===== config.mk =====
export PLATFORM = sky130hd
export DESIGN_NAME = fifo_drain
export DESIGN_NICKNAME = d
export VERILOG_FILES = /design/src/rtl/lab5_pkg.sv /design/src/rtl/fifo_drain.sv
export SDC_FILE = /design/constraint.sdc
export NUM_CORES = 1
export LEC_CHECK = 0
export CAP_MARGIN = 20
export CORE_ASPECT_RATIO = 0.7
export CORE_MARGIN = 4
export CORE_UTILIZATION = 40
export CTS_CLUSTER_SIZE = 24
export DETAILED_ROUTE_END_ITERATION = 7
export PLACE_DENSITY = 0.68
export SETUP_SLACK_MARGIN = 0.3
export SLEW_MARGIN = 20
export SYNTH_ARGS = -nofsm -noshare
export SYNTH_HDL_FRONTEND = slang
export SYNTH_SLANG_ARGS = --single-unit

===== constraint.sdc =====
create_clock -name clk -period 1.72 [get_ports clk]
set_input_delay 0.43 -clock clk [delete_from_list [all_inputs] [get_ports clk]]
set_output_delay 0.43 -clock clk [all_outputs]
set_load 0.02 [all_outputs]

===== src/rtl/lab5_pkg.sv =====
// rtl/lab5_pkg.sv - shared parameters and occupancy state type for fifo_drain
//
// Purpose: default widths and the skid-buffer occupancy enum used by fifo_drain.
// Ports: none (package).

package lab5_pkg;

    localparam int DATA_WIDTH_DEF = 24;
    localparam int CNT_WIDTH_DEF  = 16;

    // Number of words currently held in the two-entry skid buffer.
    typedef enum logic [1:0] {
        S_EMPTY = 2'd0,
        S_ONE   = 2'd1,
        S_TWO   = 2'd2
    } occ_state_t;

endpackage : lab5_pkg


===== src/rtl/fifo_drain.sv =====
// rtl/fifo_drain.sv - drains a FWFT FIFO into a ready/valid stream via a 2-entry skid buffer
//
// Purpose: pops words from an upstream first-word-fall-through FIFO and presents
// them, in order, on a valid/ready output. A two-entry buffer lets the pop strobe
// be computed without looking at out_ready while still sustaining one word/cycle.
// Ports:
//   clk, reset       - clock, synchronous active-high reset
//   enable           - permit popping from the FIFO
//   clr_underrun     - clear the sticky underrun flag (wins over a set)
//   fifo_empty       - upstream FIFO empty flag
//   fifo_r_data      - upstream FIFO head word
//   fifo_rd          - pop strobe to the upstream FIFO
//   out_ready        - downstream accepts a word
//   out_valid        - out_data holds a valid word
//   out_data         - oldest buffered word
//   underrun         - sticky: consumer ready while nothing was available
//   xfer_count       - completed output transfers, wraps silently

module fifo_drain
    import lab5_pkg::*;
#(
    parameter int DATA_WIDTH = DATA_WIDTH_DEF,
    parameter int CNT_WIDTH  = CNT_WIDTH_DEF
) (
    input  logic                  clk,
    input  logic                  reset,
    input  logic                  enable,
    input  logic                  clr_underrun,
    input  logic                  fifo_empty,
    input  logic [DATA_WIDTH-1:0] fifo_r_data,
    output logic                  fifo_rd,
    input  logic                  out_ready,
    output logic                  out_valid,
    output logic [DATA_WIDTH-1:0] out_data,
    output logic                  underrun,
    output logic [CNT_WIDTH-1:0]  xfer_count
);

    occ_state_t            r_state;
    logic [DATA_WIDTH-1:0] r_head;
    logic [DATA_WIDTH-1:0] r_tail;
    logic                  r_underrun;
    logic [CNT_WIDTH-1:0]  r_xfer_count;

    occ_state_t            w_next_state;
    logic [DATA_WIDTH-1:0] w_head_nxt;
    logic [DATA_WIDTH-1:0] w_tail_nxt;
    logic                  w_pop;
    logic                  w_xfer;
    logic                  w_underrun_set;

    // Pop only when a slot is guaranteed free regardless of out_ready; reset
    // gates the strobe so a reset never consumes upstream words.
    assign w_pop  = enable & ~fifo_empty & (r_state != S_TWO) & ~reset;
    assign w_xfer = out_valid & out_ready;

    assign w_underrun_set = enable & out_ready & (r_state == S_EMPTY) & fifo_empty;

    assign fifo_rd    = w_pop;
    assign out_valid  = (r_state != S_EMPTY);
    assign out_data   = r_head;
    assign underrun   = r_underrun;
    assign xfer_count = r_xfer_count;

    always_ff @(posedge clk) begin
        if (reset) begin
            r_state <= S_EMPTY;
            r_head  <= '0;
            r_tail  <= '0;
        end else begin
            r_state <= w_next_state;
            r_head  <= w_head_nxt;
            r_tail  <= w_tail_nxt;
        end
    end

    // r_head is always the oldest word; r_tail only holds the second word in S_TWO.
    always_comb begin
        w_next_state = r_state;
        w_head_nxt   = r_head;
        w_tail_nxt   = r_tail;
        case (r_state)
            S_EMPTY: begin
                if (w_pop) begin
                    w_head_nxt   = fifo_r_data;
                    w_next_state = S_ONE;
                end
            end
            S_ONE: begin
                if (w_pop && w_xfer) begin
                    // Head leaves and the new word takes its place.
                    w_head_nxt = fifo_r_data;
                end else if (w_pop) begin
                    w_tail_nxt   = fifo_r_data;
                    w_next_state = S_TWO;
                end else if (w_xfer) begin
                    w_next_state = S_EMPTY;
                end
            end
            S_TWO: begin
                if (w_xfer) begin
                    w_head_nxt   = r_tail;
                    w_next_state = S_ONE;
                end
            end
            default: begin
                w_next_state = S_EMPTY;
            end
        endcase
    end

    always_ff @(posedge clk) begin
        if (reset) begin
            r_underrun <= 1'b0;
        end else if (clr_underrun) begin
            r_underrun <= 1'b0;
        end else if (w_underrun_set) begin
            r_underrun <= 1'b1;
        end
    end

    always_ff @(posedge clk) begin
        if (reset) begin
            r_xfer_count <= '0;
        end else if (w_xfer) begin
            r_xfer_count <= r_xfer_count + CNT_WIDTH'(1);
        end
    end

endmodule : fifo_drain


==> impl_metrics.py <==
metrics = {
    "outcome": {
        "status": "finished, final reports clean",
    },
    "grt": {
        "grt_antenna_before_repair": 0,
        "grt_pass1_vias": 2661,
        "grt_overflow": 0,
        "grt_pass1_wl_um": 13000,
        "grt_use_total_pct": 19.2,
        "grt_start_max_net_pins": 38,
    },
    "routing": {
        "drc": 0,
        "route.met3.wl_um": 466,
        "ant_nets": 0,
        "wl_met2_um": 3680,
        "drt_iter0_markers": 103,
        "drtPass1Iterations": 4,
        "wl_met1_um": 3640,
        "avgViaCountPerCell": 5.07,
        "via_count": 2662,
        "topRoutingLayerUsed": "met4",
        "wirelength_um": 7890,
        "wl_per_cell_um": 15.0,
    },
    "sta": {
        "finClkSkew_ns": 0.00669,
        "setup_viol": 0,
        "rsz0062_at_grt": "yes",
        "layout_min_cycle_time_ns": 1.57,
        "relSlewSlack_pct": 69.9,
        "hold_slack_ns": 0.459,
        "final.period_utilization_pct": 91.2,
        "maxSlewViolCount": 0,
        "tightest_slew_ns": 0.452,
        "finalHoldViolations": 0,
        "timing.fmax_mhz": 637,
        "fin_setup_tns_ns": 0,
    },
    "yosys": {
        "synth_area_um2": 2810,
        "synth_top_area_share_pct": 47.8,
        "synth-edff-count": 0,
        "ys_seq_area_share_pct": 47.8,
        "synth_commonest_cells": "67 x dfxtp_1, 67 x nor2_1, 55 x nand2_1",
        "synth.avg_cell_area_um2": 8.72,
        "ys_async_sr_fraction_pct": 0,
        "yosys_most_used_dff": "dfxtp_1",
        "ys_types": 38,
        "synth_seq_cells": 67,
        "synth_area_leaders": "dfxtp_1 48%, nor2_1 9.0%, o221a_2 8.0%",
        "yosysTopAreaCell": "dfxtp_1",
        "synth_fp_nets": 353,
        "yosys_warnings": 0,
        "synthCells": 322,
    },
    "pwr": {
        "p_comb_share_pct": 12.7,
        "power_leakage_nw": 1.78,
        "p_sw_share_pct": 24.6,
        "internal_power_mw": 2.66,
        "clkPwrFrac_pct": 41.2,
        "power_density_nw_per_um2": 820,
        "peakVddDrop_mv": 0.452,
        "p_sw_uw": 865,
        "seqPwrFrac_pct": 46.1,
    },
    "place": {
        "gp_congestion": 0.821,
        "io_buffer_count": 72,
        "dp_hpwl_um": 5070,
    },
    "clock_tree": {
        "clkSinkCount": 67,
        "cts_buffers": 9,
        "cts_tree": "yes",
        "max-clock-path-buffers": 2,
        "clk_pin_slew_worst_paths_ns": 0.07,
        "root_buffer": "clkbuf_8",
        "clk_latency_ns": 0.34,
        "cts_htree_levels": 3,
    },
    "setup_path": {
        "crit_start": "r_state[0]",
        "crit_type": "register to register",
        "setup.worst_path.end_class": "register",
        "start_kind": "register",
        "crit_path_frequent_cell": "buf_6",
        "worstPathArrival_ns": 1.80,
        "critPathTopFamily": "flip-flops",
        "cp_max_fo": 4,
        "r2r_slack_ns": 0.15,
        "path_buf_inv": 2,
        "cp_slowest_cell": "dfxtp_4",
        "r2r_start": "r_state[0]",
        "r2r-end": "xfer_count[14]",
        "r2r_cells": 5,
        "cpPeakStageDelay_ns": 0.38,
        "required_ns": 1.95,
        "path_cells": "buf_6 -> buf_6 -> o2111ai_4 -> nor4_2 -> mux2_2",
    },
    "worst_hold_path": {
        "hp-start": "fifo_empty",
        "min_path_cells": 3,
        "hold_end": "underrun",
        "hold_path.class": "primary input to register",
    },
    "die": {
        "die_h_um": 78.1,
        "io-pin-count": 73,
        "core-area_um2": 6790,
        "rows": 25,
        "initial_core_util_pct": 41.4,
        "die_area_um2": 8450,
        "die_x_um": 108,
    },
    "flow_run": {
        "drv_cap": 0,
    },
    "cells_and_area": {
        "drive_above_1_share_pct": 45.0,
        "syn_to_final_growth_pct": 52.8,
        "nets": 457,
        "antennaDiodeCount": 0,
    },
}
==> worst register-to-register path, cell delays in order, from the launching register on <==
cell,delay [ns]
dfxtp_4,0.38
buf_6,0.13
buf_6,0.11
o2111ai_4,0.17
nor4_2,0.32
mux2_2,0.36
==> final cells by class <==
type                       count  area, µm²
fill                         600       2490
multi-input combinational    228       1580
sequential                    67       1380
timing repair buffer         115        972
clock buffer                  12        176
tap                           94        118
clock inverter                 4       53.8
inverter                       5       18.8
==> through the flow <==
stage / setup slack [ns] / instance area [µm²] / total power, mW / utilization, % / cells
floorplan: 0.142 / 2900 / 1.87 / - / 322
global placement: -0.621 / 3810 / 2.09 / 56.2 / 495
detailed placement: -0.604 / 3810 / 2.10 / 56.2 / 495
CTS: 0.132 / 4370 / 3.56 / 64.3 / 520
global route: 0.100 / 4290 / 3.68 / 63.2 / 525
finish: 0.151 / 4290 / 3.52 / 63.2 / 525
==> metal layers <==
metal / up-vias / track usage, %
met1: 1271 / 25.4
met2: 63 / 30.5
met5: - / 0
met4: 0 / 6.68
met3: 9 / 5.18
li1: 1319 / -
==> cell families (layout without fill, tap and decap cells) <==
| logic type | count (synthesis) | count (layout) | synth area share (%) |
|---|---|---|---|
| compound gates | 58 | 58 | 16.9 |
| xor+xnor | 10 | 10 | 3.12 |
| fa+ha+maj | 1 | 1 | 0.445 |
| buf+inv | 27 | 136 | 4.23 |
| flops | 67 | 67 | 47.8 |
| mux | 7 | 7 | 2.76 |
| simple gates | 152 | 152 | 24.8 |
==> state kept, by name, indices dropped and copies added, names as in the netlist <==
register	flops
r_state	2
underrun	1
out_data	24
r_tail	24
xfer_count	16
==> how the worst max path moves through the flow <==
stage	endpoint	slack, ns	cells past startpoint
global placement	fifo_rd	-0.62	4
CTS	fifo_rd	0.13	3
detailed placement	fifo_rd	-0.60	4
global route	out_valid	0.10	4
finish	xfer_count[14]	0.15	5
floorplan	r_tail[0]	0.14	6
==> power groups by stage <==
stage	Clock [mW]	Sequential [mW]	Combinational [mW]
3_3_place_gp	0	1.66	0.429
3_5_place_dp	0	1.66	0.435
6_report	1.45	1.62	0.447
2_1_floorplan	0	1.72	0.157
5_1_grt	1.56	1.63	0.481
4_1_cts	1.48	1.62	0.451
==> layout by cell type, fill, tap and decap left out, drive strengths merged, types with 2 or more instances in the layout <==
cell type,count
nand4,2
mux2,6
nor3,6
xnor2,6
o21ai,2
nor2,67
inv,6
nand2,55
clkdlybuf4s50,25
nand2b,2
dfxtp,67
clkinvlp,2
nand3,5
xor2,4
o221a,24
nor2b,4
clkdlybuf4s15,8
a21oi,27
buf,77
clkbuf,17
nor4,5
==> what timing repair did <==
action,CTS,global route
pin swaps,39,7
hold buffers,0,0
resized for setup,215,37
cloned,1,2
setup endpoints to repair,105,85
buffers inserted,8,3
Note: power is estimated with default switching activity, not from simulation.
